### src/rtl/mux_nto1_rr_if.sv
// mux_nto1_rr_if: channel inputs, select controls and output handshake of mux_nto1_rr.
// out_parity exists only when MUX_NTO1_PARITY_EN is defined.
interface mux_nto1_rr_if #(parameter int WIDTH = 8, parameter int CHANNELS = 4);
   localparam int SEL_W = $clog2(CHANNELS);
   logic [CHANNELS*WIDTH-1:0] in_data;
   logic [CHANNELS-1:0]       in_valid;
   logic [CHANNELS-1:0]       in_ready;
   logic                      mode;
   logic [SEL_W-1:0]          sel;
   logic [WIDTH-1:0]          out_data;
   logic                      out_valid;
   logic                      out_ready;
   logic [SEL_W-1:0]          out_chan;
`ifdef MUX_NTO1_PARITY_EN
   logic                      out_parity;
   modport master (output in_data, in_valid, mode, sel, out_ready,
                   input in_ready, out_data, out_valid, out_chan, out_parity);
   modport slave  (input in_data, in_valid, mode, sel, out_ready,
                   output in_ready, out_data, out_valid, out_chan, out_parity);
`else
   modport master (output in_data, in_valid, mode, sel, out_ready,
                   input in_ready, out_data, out_valid, out_chan);
   modport slave  (input in_data, in_valid, mode, sel, out_ready,
                   output in_ready, out_data, out_valid, out_chan);
`endif
endinterface

### src/rtl/mux_nto1_rr.sv
// mux_nto1_rr: registered N:1 stream mux with fixed-select and round-robin modes.
// Define MUX_NTO1_PARITY_EN to add a registered even-parity output.
module mux_nto1_rr #(
   parameter int WIDTH    = 8,
   parameter int CHANNELS = 4
) (
   input logic         clk,
   input logic         rst_n,
   mux_nto1_rr_if.slave bus
);
   localparam int SEL_W = $clog2(CHANNELS);
   typedef enum logic {EMPTY, FULL} state_t;
   state_t              state, state_nx;
   logic [SEL_W-1:0]    rr_ptr, rr_idx, cand, pick;
   logic                pick_ok, load_en, xfer;
   logic [CHANNELS-1:0] ready;
   logic [WIDTH-1:0]    word;
   // Descending scan so the valid channel closest to rr_ptr wins.
   always_comb begin
      rr_idx = rr_ptr;
      cand = rr_ptr;
      for (int k = CHANNELS - 1; k >= 0; k--) begin
         cand = SEL_W'((int'(rr_ptr) + k) % CHANNELS);
         if (bus.in_valid[cand]) rr_idx = cand;
      end
   end
   assign pick    = bus.mode ? rr_idx : bus.sel;
   assign pick_ok = bus.mode | (32'(bus.sel) < CHANNELS);
   assign load_en = (state == EMPTY) | bus.out_ready;
   always_comb begin
      ready = '0;
      word = '0;
      for (int i = 0; i < CHANNELS; i++) begin
         ready[i] = rst_n & load_en & pick_ok & (pick == SEL_W'(i));
         if (pick == SEL_W'(i)) word = bus.in_data[i*WIDTH +: WIDTH];
      end
   end
   assign xfer          = |(bus.in_valid & ready);
   assign bus.in_ready  = ready;
   assign bus.out_valid = (state == FULL);
   always_comb begin
      state_nx = xfer ? FULL : (bus.out_ready ? EMPTY : state);
   end
   always_ff @(posedge clk or negedge rst_n) begin
      if (!rst_n) state <= EMPTY;
      else        state <= state_nx;
   end
   always_ff @(posedge clk or negedge rst_n) begin
      if (!rst_n) begin
         bus.out_data <= '0;
         bus.out_chan <= '0;
         rr_ptr       <= '0;
      end else if (xfer) begin
         bus.out_data <= word;
         bus.out_chan <= pick;
         if (bus.mode) rr_ptr <= (32'(pick) == CHANNELS - 1) ? '0 : pick + SEL_W'(1);
      end
   end
`ifdef MUX_NTO1_PARITY_EN
   always_ff @(posedge clk or negedge rst_n) begin
      if (!rst_n)    bus.out_parity <= 1'b0;
      else if (xfer) bus.out_parity <= ^word;
   end
`endif
endmodule

### src/flat_wrapper.sv
// flat-port wrapper written by rule: the top's interface ports become plain ports
module mux_nto1_rr_flat 
#(
   parameter int WIDTH    = 8,
   parameter int CHANNELS = 4
)
  (clk, rst_n, bus_in_data, bus_in_valid, bus_mode, bus_sel, bus_out_ready, bus_in_ready, bus_out_data, bus_out_valid, bus_out_chan);
  mux_nto1_rr_if #(.WIDTH(WIDTH), .CHANNELS(CHANNELS)) bus_i ();
  input logic clk;
  input logic rst_n;
  input wire logic [$bits(bus_i.in_data)-1:0] bus_in_data;
  input wire logic [$bits(bus_i.in_valid)-1:0] bus_in_valid;
  input wire logic [$bits(bus_i.mode)-1:0] bus_mode;
  input wire logic [$bits(bus_i.sel)-1:0] bus_sel;
  input wire logic [$bits(bus_i.out_ready)-1:0] bus_out_ready;
  output wire logic [$bits(bus_i.in_ready)-1:0] bus_in_ready;
  output wire logic [$bits(bus_i.out_data)-1:0] bus_out_data;
  output wire logic [$bits(bus_i.out_valid)-1:0] bus_out_valid;
  output wire logic [$bits(bus_i.out_chan)-1:0] bus_out_chan;
  assign bus_i.in_data = bus_in_data;
  assign bus_i.in_valid = bus_in_valid;
  assign bus_i.mode = bus_mode;
  assign bus_i.sel = bus_sel;
  assign bus_i.out_ready = bus_out_ready;
  assign bus_in_ready = bus_i.in_ready;
  assign bus_out_data = bus_i.out_data;
  assign bus_out_valid = bus_i.out_valid;
  assign bus_out_chan = bus_i.out_chan;
  mux_nto1_rr #(.WIDTH(WIDTH), .CHANNELS(CHANNELS)) u_core (.clk(clk), .rst_n(rst_n), .bus(bus_i));
endmodule
### config.mk
export PLATFORM = sky130hd
export DESIGN_NAME = mux_nto1_rr_flat
export DESIGN_NICKNAME = d
export VERILOG_FILES = /design/src/rtl/mux_nto1_rr_if.sv /design/src/rtl/mux_nto1_rr.sv /design/src/flat_wrapper.sv
export SDC_FILE = /design/constraint.sdc
export NUM_CORES = 1
export LEC_CHECK = 0
export BUFFER_PORTS_ARGS = -buffer_cell sky130_fd_sc_hd__buf_4
export CORE_MARGIN = 2
export CORE_UTILIZATION = 43
export DETAILED_ROUTE_END_ITERATION = 10
export HOLD_SLACK_MARGIN = 0.02
export PLACE_DENSITY_LB_ADDON = 0.12
export SYNTH_ARGS = -nofsm -noshare
export SYNTH_HDL_FRONTEND = slang
export SYNTH_SLANG_ARGS = --single-unit
### constraint.sdc
create_clock -name clk -period 3 [get_ports clk]
set_input_delay 0.45 -clock clk [delete_from_list [all_inputs] [get_ports clk]]
set_output_delay 0.45 -clock clk [all_outputs]
set_load 0.05 [all_outputs]
# Yosys cells after proc, flatten, opt, wreduce, memory -nomap -nowiden
# Cells that the tools add are included.
dict set report word_totals {
  ff_bits 13
  in_bits 42
  word_cells 47
}
dict set report classes {
  n_addsub 4
  n_lt_le_gt_ge 4
  n_eq_ne 3
  mux 20
  bitwise 8
  n_reduce_logical 4
}
# op count
set op_table {}
lappend op_table {{8-bit two-way mux} 4}
lappend op_table {{2-bit by 3-bit < comparator with 1-bit output, second input constant} 4}
lappend op_table {{2-bit two-way mux} 6}
lappend op_table {{1-bit binary-select mux with 2-bit select} 4}
lappend op_table {{1-bit two-way mux} 6}
lappend op_table {{1-bit bitwise AND} 5}
lappend op_table {{2-bit by 1-bit adder with 2-bit output, second input constant} 2}
lappend op_table {{2-bit adder, second input constant} 2}
lappend op_table {{4-bit bitwise AND} 1}
lappend op_table {{2-bit == test, second input constant} 2}
lappend op_table {{4-bit OR reduction} 1}
lappend op_table {{2-bit by 1-bit == test with 1-bit output, second input constant} 1}
lappend op_table {{2-bit zero test} 1}
lappend op_table {{2-bit AND reduction} 1}
lappend op_table {{2-bit nonzero test} 1}
lappend op_table {{1-bit inverter} 1}
lappend op_table {{1-bit OR} 1}

# Depth between registers and ports, before layout
dict set report depth {
  ltp_word 13
  depth_mapped 11
  depth_no_buf 9
}

# Worst setup path before layout
# OpenSTA, ideal clock, no wires.
dict set report synth_timing {
  kind {input -> output}
  startpoint {input bus_in_valid[0]}
  endpoint {output bus_in_ready[3]}
  arrival_time_ps 2215
  required_ps 2550
  slack_ps 335
  stages 8
  path_buffers 2
  cell_sequence {o21ba_2 -> o21ai_0 -> a41oi_1 -> inv_1 -> ha_1 -> buf_2 -> buf_1 -> and3_1}
}
dict set report synth_via {
  elab_chain_cells 9
}
# item line_no
set synth_rtl {}
lappend synth_rtl {{start: declaration} flat_wrapper.sv:12} ;# input wire logic [$bits(bus_i.in_valid)-1:0] bus_in_valid;
lappend synth_rtl {{1-bit binary-select mux with 2-bit select} mux_nto1_rr.sv:24} ;# if (bus.in_valid[cand]) rr_idx = cand;
lappend synth_rtl {{1-bit two-way mux (implied by the code)} mux_nto1_rr.sv:24}
lappend synth_rtl {{2-bit two-way mux (3 in a row)} mux_nto1_rr.sv:24}
lappend synth_rtl {{2-bit two-way mux *} mux_nto1_rr.sv:24}
lappend synth_rtl {{2-bit two-way mux *} mux_nto1_rr.sv:27} ;# assign pick = bus.mode ? rr_idx : bus.sel;
lappend synth_rtl {{via u_core.pick[0]} mux_nto1_rr.sv:14} ;# logic [SEL_W-1:0] rr_ptr, rr_idx, cand, pick;
lappend synth_rtl {{2-bit == test *} mux_nto1_rr.sv:34} ;# ready[i] = rst_n & load_en & pick_ok & (pick == SEL_W'(i));
lappend synth_rtl {{1-bit bitwise AND *} mux_nto1_rr.sv:34}
lappend synth_rtl {{end: declaration} flat_wrapper.sv:16} ;# output wire logic [$bits(bus_i.in_ready)-1:0] bus_in_ready;
# Mark *: on every way through the listed nets, which the timed path passes. The rest lies on a longest branch. The select of a mux whose other input is x is not followed.

# Final worst setup path
dict set report layout_timing {
  startpoint {register u_core.rr_ptr[1]}
  endpoint {output bus_in_ready[1]}
}
dict set report layout_via {
  elab_chain_cells 10
}
# item line_no
set layout_rtl {}
lappend layout_rtl {{start: declaration} mux_nto1_rr.sv:14}
lappend layout_rtl {{start signal: assignment} mux_nto1_rr.sv:56} ;# if (bus.mode) rr_ptr <= (32'(pick) == CHANNELS - 1) ? '0 : pick + SEL_W'(1);
lappend layout_rtl {{2-bit adder} mux_nto1_rr.sv:23} ;# cand = SEL_W'((int'(rr_ptr) + k) % CHANNELS);
lappend layout_rtl {{1-bit binary-select mux with 2-bit select} mux_nto1_rr.sv:24}
lappend layout_rtl {{1-bit two-way mux (implied by the code)} mux_nto1_rr.sv:24}
lappend layout_rtl {{2-bit two-way mux (3 in a row)} mux_nto1_rr.sv:24}
lappend layout_rtl {{2-bit two-way mux *} mux_nto1_rr.sv:24}
lappend layout_rtl {{2-bit two-way mux *} mux_nto1_rr.sv:27}
lappend layout_rtl {{2-bit by 1-bit == test with 1-bit output *} mux_nto1_rr.sv:34}
lappend layout_rtl {{1-bit bitwise AND *} mux_nto1_rr.sv:34}
# Mark *: on every way between the ends. The rest lies on a longest branch, timed or not. The select of a mux whose other input is x is not followed.

==> impl_metrics.tcl <==
set metrics [dict create \
    outcome "complete, no violations" \
    finalWorstSetupSlack_ns 0.224 \
    vias 1077 \
    worst-endpoint-arrival_ns 2.33 \
    cts_num_sinks 13 \
    fmaxAchievable_ghz 0.360 \
    critPathMostFrequentCell "sky130_fd_sc_hd__buf_4" \
    fillers 190 \
    syn_area_per_cell_um2 7.68 \
    skew_ns 0.00250 \
    synthToLayoutAreaGrowth_pct 47.7 \
    floorplan.initialDensity_pct 45.2 \
    cts_buffer_depth 2 \
    gr-total-overflow 0 \
    placement.setup.worst_slack_ns 0.402 \
    ys_async_sr_fraction_pct 100 \
    critical-path-max-stage-delay_ns 0.46 \
    clock-root-buffer "sky130_fd_sc_hd__clkbuf_4" \
    path_clk_slew_ns 0.08 \
    synth.ff_latch_count 13 \
    syn_area_um2 991 \
    period_share_pct 92.5 \
    setup_violations 0 \
    multi_input_comb_area_um2 571 \
    seqCellArea_um2 325 \
    routed_via_density 5.06 \
    critical-path-top-delay-family "compound AO/OA/AOI/OAI gates" \
    cts-hold-fix-buffers 0 \
    core.rowCount 17 \
    r2r_slack_ns 0.41 \
    clock_tree_from_tritoncts "built" \
    worstPathRequired_ns 2.55 \
    syn_nets 175 \
    port-buffer-count 56 \
    max_slew.worst_pin.slew_ns 0.405 \
    die_height_um 52.0 \
    drt.antenna.violating_nets 0 \
    cts_buf_count 3 \
    dominant_cell_type_by_area_after_synthesis "sky130_fd_sc_hd__dfrtp_1" \
    first_global_vias 920 \
    boundaryPins 57 \
    synth_area_leaders "sky130_fd_sc_hd__dfrtp_1 (33%), sky130_fd_sc_hd__o21ai_0 (9.1%), sky130_fd_sc_hd__a21oi_1 (8.6%)" \
    globalRouteTotalUtil_pct 20.0 \
    first_iter_violations 30 \
    timing.max_cap.violations 0 \
    timing.critical_path.fanout_max 17 \
    dominantRegCellSynth "sky130_fd_sc_hd__dfrtp_1" \
    setup_crit_path_kind "reg -> out" \
    hold_path_class "in -> async" \
    post_synth_num_cell_types 28 \
    synth-warning-count 0 \
    power.static_leakage_nw 0.780 \
    fin_tns_setup_ns 0 \
    irDropWorstVdd_uv 477 \
    antenna_found_initial 0 \
    gp_congestion 0.878 \
    power-per-cell-area_mw_per_mm2 802 \
    critical-path-slowest-cell "sky130_fd_sc_hd__dfrtp_1" \
    commonest_cells_after_routing_fill_and_taps_aside "sky130_fd_sc_hd__buf_4 (61), sky130_fd_sc_hd__nand2_1 (19), sky130_fd_sc_hd__o21ai_0 (18)" \
    finalHoldViolCount 0 \
    firstDrtPassIters 4 \
    drt-wirelength-per-cell_um 12.0 \
    width_of_the_die_um 52.0 \
    post-cts-setup-buffers 0 \
    postCtsResizedCells 0 \
    synthesis.instances 129 \
    n_antenna_cell 0 \
    reg2regPathDepth 9 \
    rsz0062_at_grt "no" \
    finish.net_count 232 \
    netlist.area_leader.share_pct 32.8 \
    period_needed_ns 2.78 \
    report.final.slew_viol_count 0 \
    grt_pass1_wl_um 4020 \
    core_region_area_mm2 0.00219 \
    dp.final_hpwl_um 2090 \
    crit_path_cell_trace "nor3b_1 -> a2111oi_0 -> a211o_1 -> ha_1 -> buf_4 -> and3_1 -> buf_4" \
    critical_path.endpoint_type "output pin" \
    clock_tree.htree_level_count 1 \
    share_of_synthesized_area_occupied_by_flip_flops_and_latches_pct 32.8 \
    post_route_cells_drive_above_1_share_pct 37.3 \
    worstSkewPairLatency_ns 0.27 \
    timing.critical_path.depth 7 \
    grt_start_max_net_pins 20 \
    die_area_mm2 0.00270 \
    timing.slew.headroom_pct 72.3 \
    synth_enable_flop_cells 0 \
    routed_wirelength_um 2560 \
    layout_commonest_cell "sky130_fd_sc_hd__buf_4" \
    timing.critical_path.from_type "register" \
    post-route-drc-count 0 \
    cp_num_buf_inv 2 \
]
## area by class of cell
cell class	count	area share, %
multi-input cells	94	39.0
repair buffers	61	31.3
flip-flops and latches	13	22.2
inverters	13	3.33
well taps	28	2.39
clock buffers	4	1.79
## cell families after synthesis
family          after synthesis  synth area share, %
compound gates               52                 31.7
mux                           3                 4.04
buf+inv                      22                 9.60
flops                        13                 32.8
simple gates                 35                 16.8
fa+ha+maj                     4                 5.05
## final timing paths
| path | startpoint | endpoint |
|---|---|---|
| min in group clk | u_core.bus.out_data[6] | u_core.bus.out_data[6] |
| max in group asynchronous | rst_n | u_core.bus.out_data[0] |
| hold / removal | rst_n | u_core.bus.out_data[3] |
| hold reg to reg | u_core.bus.out_data[6] | u_core.bus.out_data[6] |
| setup / recovery | u_core.rr_ptr[1] | bus_in_ready[1] |
| setup reg to reg | u_core.rr_ptr[1] | u_core.rr_ptr[0] |
## flip-flops by register name, indices dropped and copies added, names as in the netlist
name	flops
u_core.bus.out_data	8
u_core.rr_ptr	2
u_core.bus.out_chan	2
u_core.bus.out_valid	1
## power breakdown
group          leakage, nW  total (W)  switching, W  internal [W]
combinational        0.602   0.000760      0.000481      0.000279
sequential           0.162   0.000310     0.0000577      0.000252
clock               0.0150   0.000104     0.0000527     0.0000514
total                0.780    0.00117      0.000591      0.000583
## cell usage after synthesis (2+ instances only)
library cell / number
sky130_fd_sc_hd__ha_1: 4
sky130_fd_sc_hd__buf_4: 2
sky130_fd_sc_hd__buf_2: 4
sky130_fd_sc_hd__and3_1: 4
sky130_fd_sc_hd__nand2b_1: 2
sky130_fd_sc_hd__nor2_1: 2
sky130_fd_sc_hd__a22oi_1: 8
sky130_fd_sc_hd__buf_1: 2
sky130_fd_sc_hd__nand2_1: 19
sky130_fd_sc_hd__dfrtp_1: 13
sky130_fd_sc_hd__a21oi_1: 17
sky130_fd_sc_hd__o21ai_0: 18
sky130_fd_sc_hd__mux2_4: 2
sky130_fd_sc_hd__a22o_1: 2
sky130_fd_sc_hd__inv_1: 13
sky130_fd_sc_hd__nor2b_1: 5
## metal layers
metal  vias to the layer above  global-route usage, %  wire length, um  part of all wire (%)
li1                        558                      -                -                     -
met1                       484                   28.4             1180                    46
met2                        35                   31.6             1240                    49
met3                         0                  0.287              133                   5.2
met4                         0                   8.77                0                     0
met5                         -                      0                0                     0
## through the flow
| stage | instances | utilization [%] | area (um^2) | hold slack, ns | power [W] |
|---|---|---|---|---|---|
| 2_1_floorplan | 129 | - | 991 | 0.154 | 0.000831 |
| 3_3_place_gp | 209 | 65.6 | 1440 | 0.313 | 0.00106 |
| 3_5_place_dp | 209 | 65.6 | 1440 | 0.317 | 0.00107 |
| 4_1_cts | 213 | 66.8 | 1460 | 0.0226 | 0.00118 |
| 5_1_grt | 213 | 66.8 | 1460 | 0.0274 | 0.00126 |
| 6_report | 213 | 66.8 | 1460 | 0.0248 | 0.00117 |
No activity file was read; power rests on OpenSTA's default activity.
